===== src/rtl/covid_key_pkg.sv =====
// rtl/covid_key_pkg.sv - shared types for the covid key event transmitter
// Purpose: key event byte layout, UART byte transmitter state encoding and the
//          debounce length used when g_simulation=1.
// Build option: KEY_TX_PARITY_EN adds the ST_PARITY state to t_tx_state.
package covid_key_pkg;

    localparam int c_SIM_DEBOUNCE = 16;

    typedef struct packed {
        logic       press;
        logic [2:0] rsvd;
        logic [3:0] idx;
    } t_key_event;

    typedef enum logic [2:0] {
        ST_IDLE,
        ST_START,
        ST_DATA,
`ifdef KEY_TX_PARITY_EN
        ST_PARITY,
`endif
        ST_STOP
    } t_tx_state;

endpackage


===== src/rtl/covid_uart_tx_byte.sv =====
// rtl/covid_uart_tx_byte.sv - UART byte transmitter with valid/ready byte input
// Purpose: sends one byte per frame: start, 8 data bits LSB first, optional even
//          parity (KEY_TX_PARITY_EN), stop. Every bit lasts g_clk_div cycles.
// Ports:
//   clk_i       system clock
//   rst_i       synchronous reset, active high
//   s_tdata_i   byte to send
//   s_tvalid_i  byte available
//   s_tready_o  byte taken this cycle (only in IDLE or at the end of STOP)
//   txd_o       registered serial line, idle high
//   busy_o      frame in progress
module covid_uart_tx_byte
    import covid_key_pkg::*;
#(
    parameter int g_clk_div = 104
) (
    input  logic       clk_i,
    input  logic       rst_i,
    input  logic [7:0] s_tdata_i,
    input  logic       s_tvalid_i,
    output logic       s_tready_o,
    output logic       txd_o,
    output logic       busy_o
);

    localparam int              c_cw      = (g_clk_div > 1) ? $clog2(g_clk_div) : 1;
    localparam logic [c_cw-1:0] c_div_max = c_cw'(g_clk_div - 1);

    t_tx_state       state_q, state_d;
    logic [c_cw-1:0] cnt_q, cnt_d;
    logic [2:0]      bit_q, bit_d;
    logic [7:0]      sh_q, sh_d;
    logic            txd_q, txd_d;
    logic            bit_end;
`ifdef KEY_TX_PARITY_EN
    logic            par_q, par_d;
`endif

    always_comb begin
        state_d    = state_q;
        cnt_d      = cnt_q;
        bit_d      = bit_q;
        sh_d       = sh_q;
        s_tready_o = 1'b0;
`ifdef KEY_TX_PARITY_EN
        par_d      = par_q;
`endif
        bit_end = (cnt_q == c_div_max);
        if (state_q != ST_IDLE) begin
            cnt_d = bit_end ? '0 : cnt_q + c_cw'(1);
        end

        unique case (state_q)
            ST_IDLE: begin
                cnt_d = '0;
                if (s_tvalid_i) begin
                    s_tready_o = 1'b1;
                    sh_d       = s_tdata_i;
`ifdef KEY_TX_PARITY_EN
                    par_d      = ^s_tdata_i;
`endif
                    state_d    = ST_START;
                end
            end
            ST_START: begin
                if (bit_end) begin
                    state_d = ST_DATA;
                    bit_d   = '0;
                end
            end
            ST_DATA: begin
                if (bit_end) begin
                    sh_d  = {1'b0, sh_q[7:1]};
                    bit_d = bit_q + 3'd1;
                    if (bit_q == 3'd7) begin
`ifdef KEY_TX_PARITY_EN
                        state_d = ST_PARITY;
`else
                        state_d = ST_STOP;
`endif
                    end
                end
            end
`ifdef KEY_TX_PARITY_EN
            ST_PARITY: begin
                if (bit_end) state_d = ST_STOP;
            end
`endif
            ST_STOP: begin
                // A waiting byte goes straight into START so consecutive
                // frames carry no idle gap after the stop bit.
                if (bit_end) begin
                    if (s_tvalid_i) begin
                        s_tready_o = 1'b1;
                        sh_d       = s_tdata_i;
`ifdef KEY_TX_PARITY_EN
                        par_d      = ^s_tdata_i;
`endif
                        state_d    = ST_START;
                    end else begin
                        state_d = ST_IDLE;
                    end
                end
            end
            default: state_d = ST_IDLE;
        endcase

        // Line level follows the next state so txd_o changes on the same
        // edge as the state register.
        unique case (state_d)
            ST_START:  txd_d = 1'b0;
            ST_DATA:   txd_d = sh_d[0];
`ifdef KEY_TX_PARITY_EN
            ST_PARITY: txd_d = par_d;
`endif
            default:   txd_d = 1'b1;
        endcase
    end

    always_ff @(posedge clk_i) begin
        if (rst_i) begin
            state_q <= ST_IDLE;
            cnt_q   <= '0;
            bit_q   <= '0;
            sh_q    <= '0;
            txd_q   <= 1'b1;
`ifdef KEY_TX_PARITY_EN
            par_q   <= 1'b0;
`endif
        end else begin
            state_q <= state_d;
            cnt_q   <= cnt_d;
            bit_q   <= bit_d;
            sh_q    <= sh_d;
            txd_q   <= txd_d;
`ifdef KEY_TX_PARITY_EN
            par_q   <= par_d;
`endif
        end
    end

    assign txd_o  = txd_q;
    assign busy_o = (state_q != ST_IDLE);

endmodule


===== src/rtl/covid_key_event_tx.sv =====
// rtl/covid_key_event_tx.sv - debounced front-panel key events sent as UART frames
// Purpose: synchronises and debounces g_num_keys buttons, turns each accepted
//          level change into a {press,000,idx} byte, queues it and transmits it.
// Build option: KEY_TX_PARITY_EN selects 8E1 frames instead of 8N1.
// Ports:
//   clk_sys_i    system clock
//   rst_i        synchronous reset, active high
//   keys_i       raw button levels, 1 = pressed
//   enable_i     0: level changes are tracked but not queued
//   ovf_clr_i    clears ovf_o (an overflow in the same cycle wins)
//   txd_o        UART line, idle high
//   busy_o       frame in progress or queue not empty
//   ovf_o        sticky event-dropped flag
//   key_state_o  debounced key levels
module covid_key_event_tx
    import covid_key_pkg::*;
#(
    parameter int g_num_keys        = 8,
    parameter int g_clk_div         = 104,
    parameter int g_debounce_cycles = 120000,
    parameter int g_fifo_depth      = 8,
    parameter int g_simulation      = 0
) (
    input  logic                  clk_sys_i,
    input  logic                  rst_i,
    input  logic [g_num_keys-1:0] keys_i,
    input  logic                  enable_i,
    input  logic                  ovf_clr_i,
    output logic                  txd_o,
    output logic                  busy_o,
    output logic                  ovf_o,
    output logic [g_num_keys-1:0] key_state_o
);

    localparam int               c_db     = (g_simulation != 0) ? c_SIM_DEBOUNCE : g_debounce_cycles;
    localparam int               c_dbw    = (c_db > 1) ? $clog2(c_db) : 1;
    localparam logic [c_dbw-1:0] c_db_max = c_dbw'(c_db - 1);
    // Queue depth must be a power of two, at least 2.
    localparam int               c_aw     = (g_fifo_depth > 1) ? $clog2(g_fifo_depth) : 1;

    logic [g_num_keys-1:0] sync1_q, sync2_q;
    logic [g_num_keys-1:0] key_lvl_q, key_lvl_d;
    logic [g_num_keys-1:0] pend_q, pend_d;
    logic [g_num_keys-1:0] press_q, press_d;
    logic [c_dbw-1:0]      db_cnt_q [g_num_keys];
    logic [c_dbw-1:0]      db_cnt_d [g_num_keys];
    logic [g_num_keys-1:0] grant;

    t_key_event            evt;
    t_key_event            mem_q [g_fifo_depth];
    logic [c_aw:0]         wr_ptr_q, wr_ptr_d, rd_ptr_q, rd_ptr_d;
    logic                  full, empty, push, drop, pop;
    logic                  ovf_q, ovf_d;
    logic                  tx_busy;
    logic [7:0]            head_byte;

    assign empty = (wr_ptr_q == rd_ptr_q);
    assign full  = (wr_ptr_q[c_aw] != rd_ptr_q[c_aw]) &&
                   (wr_ptr_q[c_aw-1:0] == rd_ptr_q[c_aw-1:0]);

    // Lowest pending index wins the single enqueue slot.
    assign grant = pend_q & (~pend_q + g_num_keys'(1));

    always_comb begin
        key_lvl_d = key_lvl_q;
        pend_d    = pend_q & ~grant;
        press_d   = press_q;
        evt       = '0;
        for (int k = 0; k < g_num_keys; k++) begin
            db_cnt_d[k] = db_cnt_q[k];
            if (grant[k]) begin
                evt.idx   = 4'(k);
                evt.press = press_q[k];
            end
        end
        push = (|pend_q) && !full;
        drop = (|pend_q) && full;

        // The counter runs while the synced level disagrees with the accepted
        // level and restarts whenever they agree again. A new flip overrides a
        // still-pending event of the same key, including one granted this cycle.
        for (int k = 0; k < g_num_keys; k++) begin
            if (sync2_q[k] != key_lvl_q[k]) begin
                if (db_cnt_q[k] == c_db_max) begin
                    db_cnt_d[k]  = '0;
                    key_lvl_d[k] = sync2_q[k];
                    if (enable_i) begin
                        pend_d[k]  = 1'b1;
                        press_d[k] = sync2_q[k];
                    end
                end else begin
                    db_cnt_d[k] = db_cnt_q[k] + c_dbw'(1);
                end
            end else begin
                db_cnt_d[k] = '0;
            end
        end

        wr_ptr_d = push ? wr_ptr_q + (c_aw+1)'(1) : wr_ptr_q;
        rd_ptr_d = pop  ? rd_ptr_q + (c_aw+1)'(1) : rd_ptr_q;

        ovf_d = ovf_q;
        if (ovf_clr_i) ovf_d = 1'b0;
        if (drop)      ovf_d = 1'b1;
    end

    always_ff @(posedge clk_sys_i) begin
        if (rst_i) begin
            sync1_q   <= '0;
            sync2_q   <= '0;
            key_lvl_q <= '0;
            pend_q    <= '0;
            press_q   <= '0;
            wr_ptr_q  <= '0;
            rd_ptr_q  <= '0;
            ovf_q     <= 1'b0;
            for (int k = 0; k < g_num_keys; k++) db_cnt_q[k] <= '0;
        end else begin
            sync1_q   <= keys_i;
            sync2_q   <= sync1_q;
            key_lvl_q <= key_lvl_d;
            pend_q    <= pend_d;
            press_q   <= press_d;
            wr_ptr_q  <= wr_ptr_d;
            rd_ptr_q  <= rd_ptr_d;
            ovf_q     <= ovf_d;
            for (int k = 0; k < g_num_keys; k++) db_cnt_q[k] <= db_cnt_d[k];
        end
    end

    always_ff @(posedge clk_sys_i) begin
        if (push) mem_q[wr_ptr_q[c_aw-1:0]] <= evt;
    end

    assign head_byte = mem_q[rd_ptr_q[c_aw-1:0]];

    covid_uart_tx_byte #(
        .g_clk_div (g_clk_div)
    ) u_uart_tx (
        .clk_i      (clk_sys_i),
        .rst_i      (rst_i),
        .s_tdata_i  (head_byte),
        .s_tvalid_i (!empty),
        .s_tready_o (pop),
        .txd_o      (txd_o),
        .busy_o     (tx_busy)
    );

    assign busy_o      = tx_busy || !empty;
    assign ovf_o       = ovf_q;
    assign key_state_o = key_lvl_q;

endmodule


===== config.mk =====
export PLATFORM = sky130hd
export DESIGN_NAME = covid_key_event_tx
export DESIGN_NICKNAME = d
export VERILOG_FILES = /design/src/rtl/covid_key_pkg.sv /design/src/rtl/covid_uart_tx_byte.sv /design/src/rtl/covid_key_event_tx.sv
export SDC_FILE = /design/constraint.sdc
export NUM_CORES = 1
export LEC_CHECK = 0
export CORE_MARGIN = 2
export CORE_UTILIZATION = 30
export CTS_CLUSTER_SIZE = 30
export DETAILED_ROUTE_END_ITERATION = 6
export PLACE_DENSITY_LB_ADDON = 0.15
export SETUP_SLACK_MARGIN = 0.4
export SLEW_MARGIN = 5
export SYNTH_ARGS = -nofsm -noshare
export SYNTH_HDL_FRONTEND = slang
export SYNTH_SLANG_ARGS = --single-unit

===== constraint.sdc =====
create_clock -name clk_sys_i -period 2.6 [get_ports clk_sys_i]
set_input_delay 0.52 -clock clk_sys_i [delete_from_list [all_inputs] [get_ports clk_sys_i]]
set_output_delay 0.52 -clock clk_sys_i [all_outputs]
set_load 0.05 [all_outputs]

==> Implementation_results.wiki <==
{| class="wikitable"
! Metric !! Value
|-
| Outcome || finished clean
|-
| Layout area overhead || 18.1%
|-
| Maximum fanout along the worst path || 8
|-
| Critical Path End Type || output port
|-
| Half-perimeter wire length after detailed placement || 13.4 mm
|-
| Leakage power || 4.12 nW
|-
| R2R Path End || mem_q[0][3]
|-
| Initial drt markers || 315
|-
| Final Util || 0.360
|-
| Total length of routed wires || 20.1 mm
|-
| Router iterations before antenna repair || 4
|-
| Post-route ant nets || 0
|-
| Core footprint || 33600 um^2
|-
| Worst Hold Launch || sync1_q[2]
|-
| Wire length of the first global-routing pass || 34.4 mm
|-
| Die outline height || 189 um
|-
| Area taken by flip-flops and latches || 5180 um^2
|-
| Area of the multi-input gates || 4860 um^2
|-
| Highest ir drop seen on vdd || 0.483 mV
|-
| CTS tree || yes
|-
| CP Launch Type || flop
|-
| Period utilization || 0.851
|-
| Part of the Yosys area used for sequential elements || 0.504
|-
| # IOs || 23
|-
| Worst hold-check slack || 0.428 ns
|-
| Count of warnings emitted by yosys || 0
|-
| Effective utilization at floorplan || 0.305
|-
| Total negative setup slack || 0 ns
|-
| Cell area power density || 675 nW/um^2
|-
| Via count || 7215
|-
| Die W || 189 um
|-
| Master cell of the clock root buffer || clkbuf_16
|-
| Maximum number of pins on one net before global-route repair || 48
|-
| Share of cells above drive strength 1 || 0.0967
|-
| Most used standard cells in the synthesized netlist || 210 x dfxtp_1, 205 x nor2_1, 76 x xor2_1
|-
| Residual overflow from global routing || 0
|-
| Setup repair after global routing missed its margin || yes
|-
| Post-synth top area cell || dfxtp_1
|-
| Clock buffers created by TritonCTS || 29
|-
| Yosys top cell area share || 0.410
|-
| Max clock buf depth || 3
|-
| CP Data Required Time || 2.08 ns
|-
| Number of enable flip-flop cells after synthesis || 32
|-
| Hold WC Path Type || flop to flop
|-
| Syn nets || 1105
|-
| Unique cell type count in the Yosys netlist || 58
|-
| Post-route clock skew || 0.0187 ns
|-
| Critical Setup Path Class || flop to output port
|-
| Die area || 35700 um^2
|-
| Ratio of routed vias to standard cells || 4.55
|-
| Final estimated routing congestion in global placement || 0.738
|-
| Actual transition at the worst max-transition pin || 0.757 ns
|-
| Clock transition at the register clock pins on the worst setup and hold paths after CTS || 0.06 ns
|-
| Endpoint of the worst hold-timing path || sync2_q[2]
|-
| Period minus WS final || 2.21 ns
|-
| Via count of the first global-routing pass || 7040
|-
| CP arrival || 1.69 ns
|-
| Synthesized instance count || 1080
|-
| Total number of nets in the final design || 1140
|-
| Row Count || 67
|-
| Worst rel slew slack || 0.491
|-
| Insertion delay to the later sink of the worst-skew pair || 0.54 ns
|-
| Setup violators final || 0
|-
| Count of final hold-check violations || 0
|-
| CTS sink count || 242
|-
| Register-to-Register Setup Slack || 0.57 ns
|-
| Count of cells along the worst hold path || 1
|-
| Average wire per standard cell || 12.7 um
|-
| # fillers || 3414
|-
| Most common flop cell mapped by yosys || dfxtp_1
|-
| Antenna diodes || 0
|-
| Synthesized area per cell || 9.49 um^2
|-
| Antenna violations before repair || 0
|-
| Number of buffers inserted by port buffering || 22
|-
| Maximum frequency from static timing analysis || 0.452 GHz
|-
| Cell area after technology mapping || 10300 um^2
|-
| Most common cell in the netlist || dfxtp_1
|-
| Max-Cap Viols || 0
|-
| H-tree levels || 1
|-
| Post-synthesis async set-or-reset flop share || 0
|-
| Leading cell types by total area after synthesis || dfxtp_1 41%, edfxtp_1 9.4%, nor2_1 7.5%
|-
| R2r startpoint || pend_q[1]
|-
| GRT Overall Usage || 0.115
|-
| Residual DRC count || 0
|-
| Number of register bits inferred by synthesis || 242
|-
| Worst Reg-to-Reg Cells || 5
|-
| Fin. max-slew vios || 0
|}
[critical path, cell delays in order, from the launching register on]
cell     delay [ns]
dfxtp_4        0.39
xnor2_4        0.22
and4_4         0.28
nand2_1        0.07
buf_4          0.20
[through the flow]
step | worst slack [ns] | cell area (um^2) | cells | total power [mW]
5_1_grt | 0.302 | 12100 | 1586 | 8.51
6_report | 0.386 | 12100 | 1586 | 8.18
3_5_place_dp | 0.211 | 11000 | 1531 | 4.04
4_1_cts | 0.287 | 12000 | 1585 | 8.34
2_1_floorplan | 0.722 | 10300 | 1080 | 3.99
3_3_place_gp | 0.224 | 11000 | 1531 | 4.04
[sequential cells by signal, summed over array words and instances (netlist names), named ones only]
name               cells
pend_q                 8
sync1_q                8
u_uart_tx.sh_q         8
mem_q                 32
ovf_o                  1
key_state_o            8
u_uart_tx.state_q      3
u_uart_tx.txd_o        1
press_q                8
u_uart_tx.bit_q        3
sync2_q                8
rd_ptr_q               4
u_uart_tx.cnt_q        7
wr_ptr_q               4
db_cnt_q             136
[kinds of logic (layout without fill, tap and decap cells)]
logic type	after synthesis	in the layout	synth area share
simple gates	510	510	0.244
mux	24	24	0.0334
fa+ha+maj	13	13	0.0159
xor+xnor	141	141	0.120
flops	242	242	0.504
buf+inv	69	127	0.0306
other cells	1	1	0.000366
compound gates	80	80	0.0509
[cells in the final DEF, fill, tap and decap left out, types with 4 or more instances in the layout]
master / count
clkinv_2: 7
inv_1: 30
buf_4: 21
clkbuf_8: 7
xnor2_1: 61
or3_1: 10
nor2b_1: 18
clkbuf_16: 29
and3_1: 32
and2_1: 7
nand3_1: 70
nand2_1: 60
dfxtp_2: 4
and4_1: 10
a31oi_1: 4
nor4_1: 14
bufinv_16: 4
a21oi_1: 22
nand4_1: 19
dfxtp_1: 203
mux2i_1: 14
clkdlybuf4s50_1: 10
xor2_1: 76
ha_1: 13
nand2b_1: 7
dlygate4sd2_1: 10
a22oi_1: 8
o21ai_0: 19
nor2_1: 205
mux4_2: 8
nor3b_1: 4
nor3_1: 27
edfxtp_1: 32
[area by class of cell]
| cell class | instances | area share |
|---|---|---|
| Clock inverter | 15 | 0.0155 |
| Inverter | 30 | 0.00930 |
| Multi-Input combinational cell | 769 | 0.402 |
| Sequential cell | 242 | 0.428 |
| Timing Repair Buffer | 43 | 0.0306 |
| Clock buffer | 39 | 0.0688 |
| Tap cell | 448 | 0.0463 |
[how the worst max path moves through the flow]
stage,slack (ns),start,endpoint
floorplan,0.72,db_cnt_q[0][17],db_cnt_q[0][26]
global placement,0.22,wr_ptr_q[0],busy_o
detailed placement,0.21,wr_ptr_q[0],busy_o
CTS,0.29,rd_ptr_q[0],busy_o
global route,0.30,wr_ptr_q[3],busy_o
finish,0.39,wr_ptr_q[1],busy_o
[layer usage]
layer	vias to the layer above	GRT usage	share of wire
met3	33	0.0232	0.033
li1	3795	-	-
met1	3324	0.153	0.50
met2	63	0.189	0.45
met4	0	0.0319	0.023
met5	-	0	0
[where the power goes]
part | switching (mW) | leakage (nW) | internal (mW) | total, mW
logic | 0.0782 | 1.62 | 0.0550 | 0.133
clock network | 1.59 | 0.505 | 2.64 | 4.22
registers | 0.0180 | 2.00 | 3.80 | 3.82
[what timing repair did]
action / 4_1_cts / 5_1_grt
hold buffers: 0 / 0
buffers inserted: 0 / 1
endpoints found under the setup margin: 15 / 25
resized for setup: 25 / 15
pin swaps: 0 / 4
No activity file was read; power rests on OpenSTA's default activity.
